==> config.mk <==
export PLATFORM = sky130hd
export DESIGN_NAME = hht_col_dot_ctrl_flat
export DESIGN_NICKNAME = d
export VERILOG_FILES = /design/src/rtl/hht_col_dot_ctrl_if.sv /design/src/rtl/hht_col_dot_ctrl.sv /design/src/flat_wrapper.sv
export SDC_FILE = /design/constraint.sdc
export NUM_CORES = 2
export LEC_CHECK = 0
export BUFFER_PORTS_ARGS = -buffer_cell sky130_fd_sc_hd__buf_2
export CORE_MARGIN = 1
export CORE_UTILIZATION = 60
export CTS_CLUSTER_DIAMETER = 150
export DETAILED_ROUTE_END_ITERATION = 7
export PLACE_DENSITY = 0.83
export SLEW_MARGIN = 20
export SYNTH_ARGS = -nofsm -noshare
export SYNTH_HDL_FRONTEND = slang
export SYNTH_SLANG_ARGS = --single-unit
==> constraint.sdc <==
create_clock -name clk -period 13.5 [get_ports clk]
set_input_delay 2.025 -clock clk [delete_from_list [all_inputs] [get_ports clk]]
set_output_delay 2.025 -clock clk [all_outputs]
set_load 0.005 [all_outputs]
==> src/rtl/hht_col_dot_ctrl_if.sv <==
// hht_col_dot_ctrl_if: request, memory-port and result signals of the column dot-product controller
interface hht_col_dot_ctrl_if #(
  parameter int DW   = 32,
  parameter int AW   = 32,
  parameter int ACCW = 64,
  parameter int LENW = 16
);
  logic            start_i;
  logic [AW-1:0]   v_base_i;
  logic [AW-1:0]   col_base_i;
  logic [LENW-1:0] csize_i;
  logic [LENW-1:0] col_stride_i;
  logic [LENW-1:0] ncols_i;
  logic [AW-1:0]   addr1_o;
  logic [AW-1:0]   addr2_o;
  logic [DW-1:0]   data_in1_i;
  logic [DW-1:0]   data_in2_i;
  logic [ACCW-1:0] res_o;
  logic [LENW-1:0] res_col_o;
  logic            res_valid_o;
  logic            res_ready_i;
  logic            busy_o;
  logic            done_o;
  modport slave (
    input  start_i, v_base_i, col_base_i, csize_i, col_stride_i, ncols_i,
    input  data_in1_i, data_in2_i, res_ready_i,
    output addr1_o, addr2_o, res_o, res_col_o, res_valid_o, busy_o, done_o
  );
  modport master (
    output start_i, v_base_i, col_base_i, csize_i, col_stride_i, ncols_i,
    output data_in1_i, data_in2_i, res_ready_i,
    input  addr1_o, addr2_o, res_o, res_col_o, res_valid_o, busy_o, done_o
  );
endinterface

==> src/rtl/hht_col_dot_ctrl.sv <==
// hht_col_dot_ctrl: streams a vector and NCOLS matrix columns and emits one dot product per column
module hht_col_dot_ctrl #(
  parameter int DW     = 32,
  parameter int AW     = 32,
  parameter int ACCW   = 64,
  parameter int LENW   = 16,
  parameter bit SIGNED = 1'b0
) (
  input logic clk,
  input logic rst,
  hht_col_dot_ctrl_if.slave bus
);
  typedef enum logic [1:0] {IDLE, RUN, OUT, DONE} state_t;
  state_t          state_q;
  logic [AW-1:0]   vb_q, colptr_q, a1_q, a2_q;
  logic [LENW-1:0] csz_q, str_q, nc_q, i_q, c_q, res_col_q;
  logic [ACCW-1:0] acc_q, res_q;
  logic            res_valid_q, busy_q, done_q;
  logic [AW-1:0]   addr1_d, addr2_d;
  logic [ACCW-1:0] sum_d;
  function automatic logic [ACCW-1:0] ext(input logic [DW-1:0] x);
    return SIGNED ? {{(ACCW-DW){x[DW-1]}}, x} : {{(ACCW-DW){1'b0}}, x};
  endfunction
  assign addr1_d = colptr_q + AW'(i_q);
  assign addr2_d = vb_q + AW'(i_q);
  assign sum_d   = acc_q + ext(bus.data_in1_i) * ext(bus.data_in2_i);
  // live addresses while streaming, last streamed address held while waiting, zero when idle
  assign bus.addr1_o     = state_q == RUN ? addr1_d : (state_q == IDLE ? '0 : a1_q);
  assign bus.addr2_o     = state_q == RUN ? addr2_d : (state_q == IDLE ? '0 : a2_q);
  assign bus.res_o       = res_q;
  assign bus.res_col_o   = res_col_q;
  assign bus.res_valid_o = res_valid_q;
  assign bus.busy_o      = busy_q;
  assign bus.done_o      = done_q;
  // control FSM: latch job, accumulate one element per cycle, hand off each column result
  always_ff @(posedge clk or posedge rst) begin
    if (rst) begin
      state_q     <= IDLE;
      vb_q        <= '0;
      colptr_q    <= '0;
      a1_q        <= '0;
      a2_q        <= '0;
      csz_q       <= '0;
      str_q       <= '0;
      nc_q        <= '0;
      i_q         <= '0;
      c_q         <= '0;
      res_col_q   <= '0;
      acc_q       <= '0;
      res_q       <= '0;
      res_valid_q <= 1'b0;
      busy_q      <= 1'b0;
      done_q      <= 1'b0;
    end else begin
      case (state_q)
        IDLE: if (bus.start_i) begin
          vb_q      <= bus.v_base_i;
          colptr_q  <= bus.col_base_i;
          csz_q     <= bus.csize_i;
          str_q     <= bus.col_stride_i;
          nc_q      <= bus.ncols_i;
          acc_q     <= '0;
          i_q       <= '0;
          c_q       <= '0;
          a1_q      <= '0;
          a2_q      <= '0;
          res_q     <= '0;
          res_col_q <= '0;
          if (bus.ncols_i == '0) begin
            done_q  <= 1'b1;
            state_q <= DONE;
          end else begin
            busy_q      <= 1'b1;
            res_valid_q <= bus.csize_i == '0;
            state_q     <= bus.csize_i == '0 ? OUT : RUN;
          end
        end
        RUN: begin
          acc_q <= sum_d;
          i_q   <= i_q + 1'b1;
          a1_q  <= addr1_d;
          a2_q  <= addr2_d;
          if (i_q == csz_q - 1'b1) begin
            res_q       <= sum_d;
            res_col_q   <= c_q;
            res_valid_q <= 1'b1;
            state_q     <= OUT;
          end
        end
        OUT: if (bus.res_ready_i) begin
          if (c_q == nc_q - 1'b1) begin
            res_valid_q <= 1'b0;
            busy_q      <= 1'b0;
            done_q      <= 1'b1;
            state_q     <= DONE;
          end else begin
            c_q      <= c_q + 1'b1;
            colptr_q <= colptr_q + AW'(str_q);
            acc_q    <= '0;
            i_q      <= '0;
            if (csz_q == '0) begin
              res_q     <= '0;
              res_col_q <= c_q + 1'b1;
            end else begin
              res_valid_q <= 1'b0;
              state_q     <= RUN;
            end
          end
        end
        DONE: begin
          done_q  <= 1'b0;
          state_q <= IDLE;
        end
        default: state_q <= IDLE;
      endcase
    end
  end
endmodule

==> src/flat_wrapper.sv <==
// flat-port wrapper written by rule: the top's interface ports become plain ports
module hht_col_dot_ctrl_flat 
#(
  parameter int DW     = 32,
  parameter int AW     = 32,
  parameter int ACCW   = 64,
  parameter int LENW   = 16,
  parameter bit SIGNED = 1'b0
)
  (clk, rst, bus_start_i, bus_v_base_i, bus_col_base_i, bus_csize_i, bus_col_stride_i, bus_ncols_i, bus_data_in1_i, bus_data_in2_i, bus_res_ready_i, bus_addr1_o, bus_addr2_o, bus_res_o, bus_res_col_o, bus_res_valid_o, bus_busy_o, bus_done_o);
  hht_col_dot_ctrl_if #(.DW(DW), .AW(AW), .ACCW(ACCW), .LENW(LENW)) bus_i ();
  input logic clk;
  input logic rst;
  input wire logic [$bits(bus_i.start_i)-1:0] bus_start_i;
  input wire logic [$bits(bus_i.v_base_i)-1:0] bus_v_base_i;
  input wire logic [$bits(bus_i.col_base_i)-1:0] bus_col_base_i;
  input wire logic [$bits(bus_i.csize_i)-1:0] bus_csize_i;
  input wire logic [$bits(bus_i.col_stride_i)-1:0] bus_col_stride_i;
  input wire logic [$bits(bus_i.ncols_i)-1:0] bus_ncols_i;
  input wire logic [$bits(bus_i.data_in1_i)-1:0] bus_data_in1_i;
  input wire logic [$bits(bus_i.data_in2_i)-1:0] bus_data_in2_i;
  input wire logic [$bits(bus_i.res_ready_i)-1:0] bus_res_ready_i;
  output wire logic [$bits(bus_i.addr1_o)-1:0] bus_addr1_o;
  output wire logic [$bits(bus_i.addr2_o)-1:0] bus_addr2_o;
  output wire logic [$bits(bus_i.res_o)-1:0] bus_res_o;
  output wire logic [$bits(bus_i.res_col_o)-1:0] bus_res_col_o;
  output wire logic [$bits(bus_i.res_valid_o)-1:0] bus_res_valid_o;
  output wire logic [$bits(bus_i.busy_o)-1:0] bus_busy_o;
  output wire logic [$bits(bus_i.done_o)-1:0] bus_done_o;
  assign bus_i.start_i = bus_start_i;
  assign bus_i.v_base_i = bus_v_base_i;
  assign bus_i.col_base_i = bus_col_base_i;
  assign bus_i.csize_i = bus_csize_i;
  assign bus_i.col_stride_i = bus_col_stride_i;
  assign bus_i.ncols_i = bus_ncols_i;
  assign bus_i.data_in1_i = bus_data_in1_i;
  assign bus_i.data_in2_i = bus_data_in2_i;
  assign bus_i.res_ready_i = bus_res_ready_i;
  assign bus_addr1_o = bus_i.addr1_o;
  assign bus_addr2_o = bus_i.addr2_o;
  assign bus_res_o = bus_i.res_o;
  assign bus_res_col_o = bus_i.res_col_o;
  assign bus_res_valid_o = bus_i.res_valid_o;
  assign bus_busy_o = bus_i.busy_o;
  assign bus_done_o = bus_i.done_o;
  hht_col_dot_ctrl #(.DW(DW), .AW(AW), .ACCW(ACCW), .LENW(LENW), .SIGNED(SIGNED)) u_core (.clk(clk), .rst(rst), .bus(bus_i));
endmodule
==> impl_metrics.env <==
export IMPL_status="finished, violations left"
export IMPL_failed_checks="design-rule violations"
export IMPL_rows=109
export IMPL_drt_pass1_iterations=8
export IMPL_ys_async_sr_fraction_pct=100
export IMPL_wl_per_cell_um=20.2
export IMPL_initial_core_util_pct=60.7
export IMPL_yosysSeqAreaShare_pct=16.6
export IMPL_netlist_area_um2=53700
export IMPL_hp_class="register to register"
export IMPL_max_stage_delay_ns=0.80
export IMPL_portBuffers=326
export IMPL_cts_htree_levels=2
export IMPL_die_x_um=301
export IMPL_avgSynthCellArea_um2=9.07
export IMPL_path_buf_inv=5
export IMPL_overflow=0
export IMPL_ys_flop_type="dfrtp_1"
export IMPL_synth_edf_count=0
export IMPL_nNetsFinal=7421
export IMPL_drt_initial_drc_count=3066
export IMPL_dieArea_um2=90700
export IMPL_wl_mm=145
export IMPL_maxCapViolations=0
export IMPL_skew_ns=0.0298
export IMPL_drv_slew=0
export IMPL_routed_via_count=41600
export IMPL_min_period_ns=10.06
export IMPL_endpoint="u_core.bus.res_o[59]"
export IMPL_grt_usage_pct=33.1
export IMPL_path_delay_family="adder cells"
export IMPL_yosys_warnings=0
export IMPL_syn_to_final_growth_pct=5.74
export IMPL_ioPinCount=327
export IMPL_ctsHoldBuffers=0
export IMPL_synth_nets=7365
export IMPL_crit_path_top_delay_cell="o41ai_1"
export IMPL_period_share_pct=74.6
export IMPL_drive_above_1_share_pct=9.02
export IMPL_worst_setup_path_type="input pin to register"
export IMPL_reg2reg_slack_ns=5.24
export IMPL_clk_pin_slew_ns=0.06
export IMPL_crit_chain="buf_2, and2_1, fa_1, inv_1, fa_1, fa_1, fa_1, inv_1, fa_1, fa_1, fa_1, inv_1, fa_1, inv_1, ha_1, nand4_1, or4_1, o21ai_1, a21oi_1, o41ai_1, a21boi_0, xor2_1, o31ai_1"
export IMPL_grt_pass1_wl_mm=235
export IMPL_postRouteAntennaNets=0
export IMPL_rsz0062_at_grt="false"
export IMPL_critical_path_arrival_ns=10.48
export IMPL_required_ns=13.92
export IMPL_worstMarginPinSlew_ns=1.08
export IMPL_dp_hpwl_mm=112
export IMPL_antenna_found_initial=5
export IMPL_clockRootBuffer="clkbuf_16"
export IMPL_path_max_fanout=32
export IMPL_syn_inst=5922
export IMPL_clk_path_buf_depth=3
export IMPL_post_cts_buffers=0
export IMPL_clkSinkCount=357
export IMPL_grt_pass1_vias=44100
export IMPL_clk_latency_ns=0.55
export IMPL_grt_max_degree=153
export IMPL_crit_start="bus_data_in1_i[14]"
export IMPL_max_clock_freq_mhz=99.4
export IMPL_finalSetupViolCount=0
export IMPL_r2r_end="u_core.bus.res_o[59]"
export IMPL_ys_seq_elements=357
export IMPL_endpoint_kind="register"
export IMPL_cts_resized=0
export IMPL_reg2reg_depth=23
export IMPL_cts_tree="done"
export IMPL_die_h_um=301
export IMPL_finalWeightedCongestion=0.959
export IMPL_coreArea_um2=88500
export IMPL_cp_depth=23
export IMPL_remaining_drc_errors=24
export IMPL_maxSlewHeadroom_pct=27.6
export IMPL_via_per_inst=5.80
export IMPL_crit_top_cell="fa_1"
export IMPL_r2r_start="u_core.acc_q[26]"
export IMPL_setup_tns_ns=0
export IMPL_synth_cell_types=86
export IMPL_cts_made_buffers=35
export IMPL_final_hold_violation_count=0
export IMPL_crit_path_start_kind="input pin"
## worst min path at each step
stage / start / endpoint / cells after the start
5_1_grt: u_core.a2_q[12] / u_core.a2_q[12] / 2
4_1_cts: u_core.bus.done_o / u_core.bus.done_o / 1
2_1_floorplan: u_core.a1_q[17] / u_core.a1_q[17] / 2
3_5_place_dp: u_core.bus.done_o / u_core.bus.done_o / 1
6_report: u_core.bus.done_o / u_core.bus.done_o / 1
3_3_place_gp: u_core.a1_q[17] / u_core.a1_q[17] / 2
## state kept, by name, indices dropped and copies added, names as in the netlist
register and count:
u_core.bus.res_valid_o 1, u_core.bus.res_col_o 16, u_core.a2_q 32, u_core.str_q 16, u_core.colptr_q 32, u_core.bus.res_o 64, u_core.vb_q 32, u_core.nc_q 16
u_core.bus.busy_o 1, u_core.a1_q 32, u_core.csz_q 16, u_core.i_q 16, u_core.acc_q 64, u_core.bus.done_o 1, u_core.state_q 2, u_core.c_q 16
## layer usage
layer | track usage (%) | wire, um | up-vias
li1 | - | - | 18300
met1 | 42.2 | 54500 | 20700
met2 | 52.7 | 66900 | 2174
met3 | 10.1 | 17100 | 380
met4 | 13.0 | 6090 | 6
met5 | 0 | 35 | -
## cell usage in the layout, fill, tap and decap left out, types with 111 or more instances in the layout
master / netlist / routed
inv_1: 1113 / 1112
nand2_1: 991 / 990
fa_1: 962 / 962
and2_1: 469 / 469
dfrtp_1: 357 / 357
buf_2: 15 / 326
ha_1: 301 / 299
o21ai_0: 240 / 240
a21oi_1: 142 / 142
nor2_1: 117 / 115
xnor2_1: 111 / 111
## worst register-to-register path, stage by stage, from the launching register on
cell      delay, ns
dfrtp_1        0.39
inv_1          0.17
fa_1           0.45
fa_1           0.54
inv_1          0.05
fa_1           0.48
inv_1          0.06
fa_1           0.53
inv_1          0.05
fa_1           0.50
fa_1           0.53
fa_1           0.53
inv_1          0.06
fa_1           0.57
inv_1          0.07
ha_1           0.40
nand4_1        0.18
or4_1          0.43
o21ai_1        0.37
a21oi_1        0.31
o41ai_1        0.80
a21boi_0       0.23
xor2_1         0.21
o31ai_1        0.23
## cell families (layout without fill, tap and decap cells)
kind of cell | after synthesis | after routing | synth area share [%]
mux | 109 | 109 | 2.30
fa+ha+maj | 1263 | 1263 | 42.9
other cells | 0 | 4 | 0
xor+xnor | 172 | 172 | 2.80
simple gates | 1846 | 1846 | 16.3
flops | 357 | 357 | 16.6
compound gates | 729 | 729 | 8.67
buf+inv | 1446 | 1523 | 10.4
## layout make-up
| cell class | count | area (um2) |
|---|---|---|
| inverter | 1115 | 4200 |
| tap | 1165 | 1460 |
| fill | 7017 | 31700 |
| sequential | 357 | 8930 |
| multi-input combinational | 4119 | 39300 |
| timing repair buffer | 350 | 1830 |
| clock buffer | 48 | 1020 |
| antenna | 4 | 10.0 |
| clock inverter | 10 | 96.3 |
## through the flow
step	hold slack (ns)	setup slack, ns	area [um2]	std cells	util (%)
floorplan	0.439	1.57	53700	5922	-
global placement	0.451	3.28	55700	7106	62.9
detailed placement	0.460	3.13	55700	7106	62.9
CTS	0.474	3.63	56800	7164	64.2
global route	0.499	3.20	56800	7165	64.2
finish	0.471	3.44	56800	7168	64.2
## synthesized netlist by cell type, types with 6 or more instances
| master | n | area (um2) |
|---|---|---|
| a211oi_1 | 11 | 82.6 |
| a21boi_0 | 10 | 75.1 |
| a21o_1 | 40 | 300 |
| a21oi_1 | 142 | 711 |
| a22o_1 | 93 | 815 |
| a31oi_1 | 24 | 150 |
| and2_1 | 469 | 2930 |
| and3_1 | 26 | 163 |
| buf_2 | 15 | 75.1 |
| buf_6 | 13 | 146 |
| clkbuf_1 | 294 | 1100 |
| dfrtp_1 | 357 | 8930 |
| fa_1 | 962 | 19300 |
| ha_1 | 301 | 3770 |
| inv_1 | 1113 | 4180 |
| mux2_2 | 89 | 1000 |
| mux2_4 | 6 | 90.1 |
| mux2i_1 | 13 | 130 |
| nand2_1 | 991 | 3720 |
| nand2b_1 | 15 | 93.8 |
| nand3_1 | 53 | 265 |
| nand4_1 | 38 | 238 |
| nor2_1 | 117 | 439 |
| nor2b_1 | 14 | 87.6 |
| nor3_1 | 50 | 250 |
| nor4_1 | 13 | 81.3 |
| o211ai_1 | 6 | 45.0 |
| o21a_1 | 17 | 128 |
| o21ai_0 | 240 | 1200 |
| o21ai_1 | 15 | 75.1 |
| o21bai_1 | 24 | 180 |
| o22ai_1 | 10 | 62.6 |
| o31ai_1 | 38 | 285 |
| o41ai_1 | 7 | 61.3 |
| or2_2 | 9 | 56.3 |
| or3_1 | 12 | 75.1 |
| or4_1 | 6 | 45.0 |
| xnor2_1 | 111 | 972 |
| xor2_1 | 61 | 534 |
Power is not shown: default switching activity piles up to over one toggle a cycle in this logic, so the estimate is an artifact.
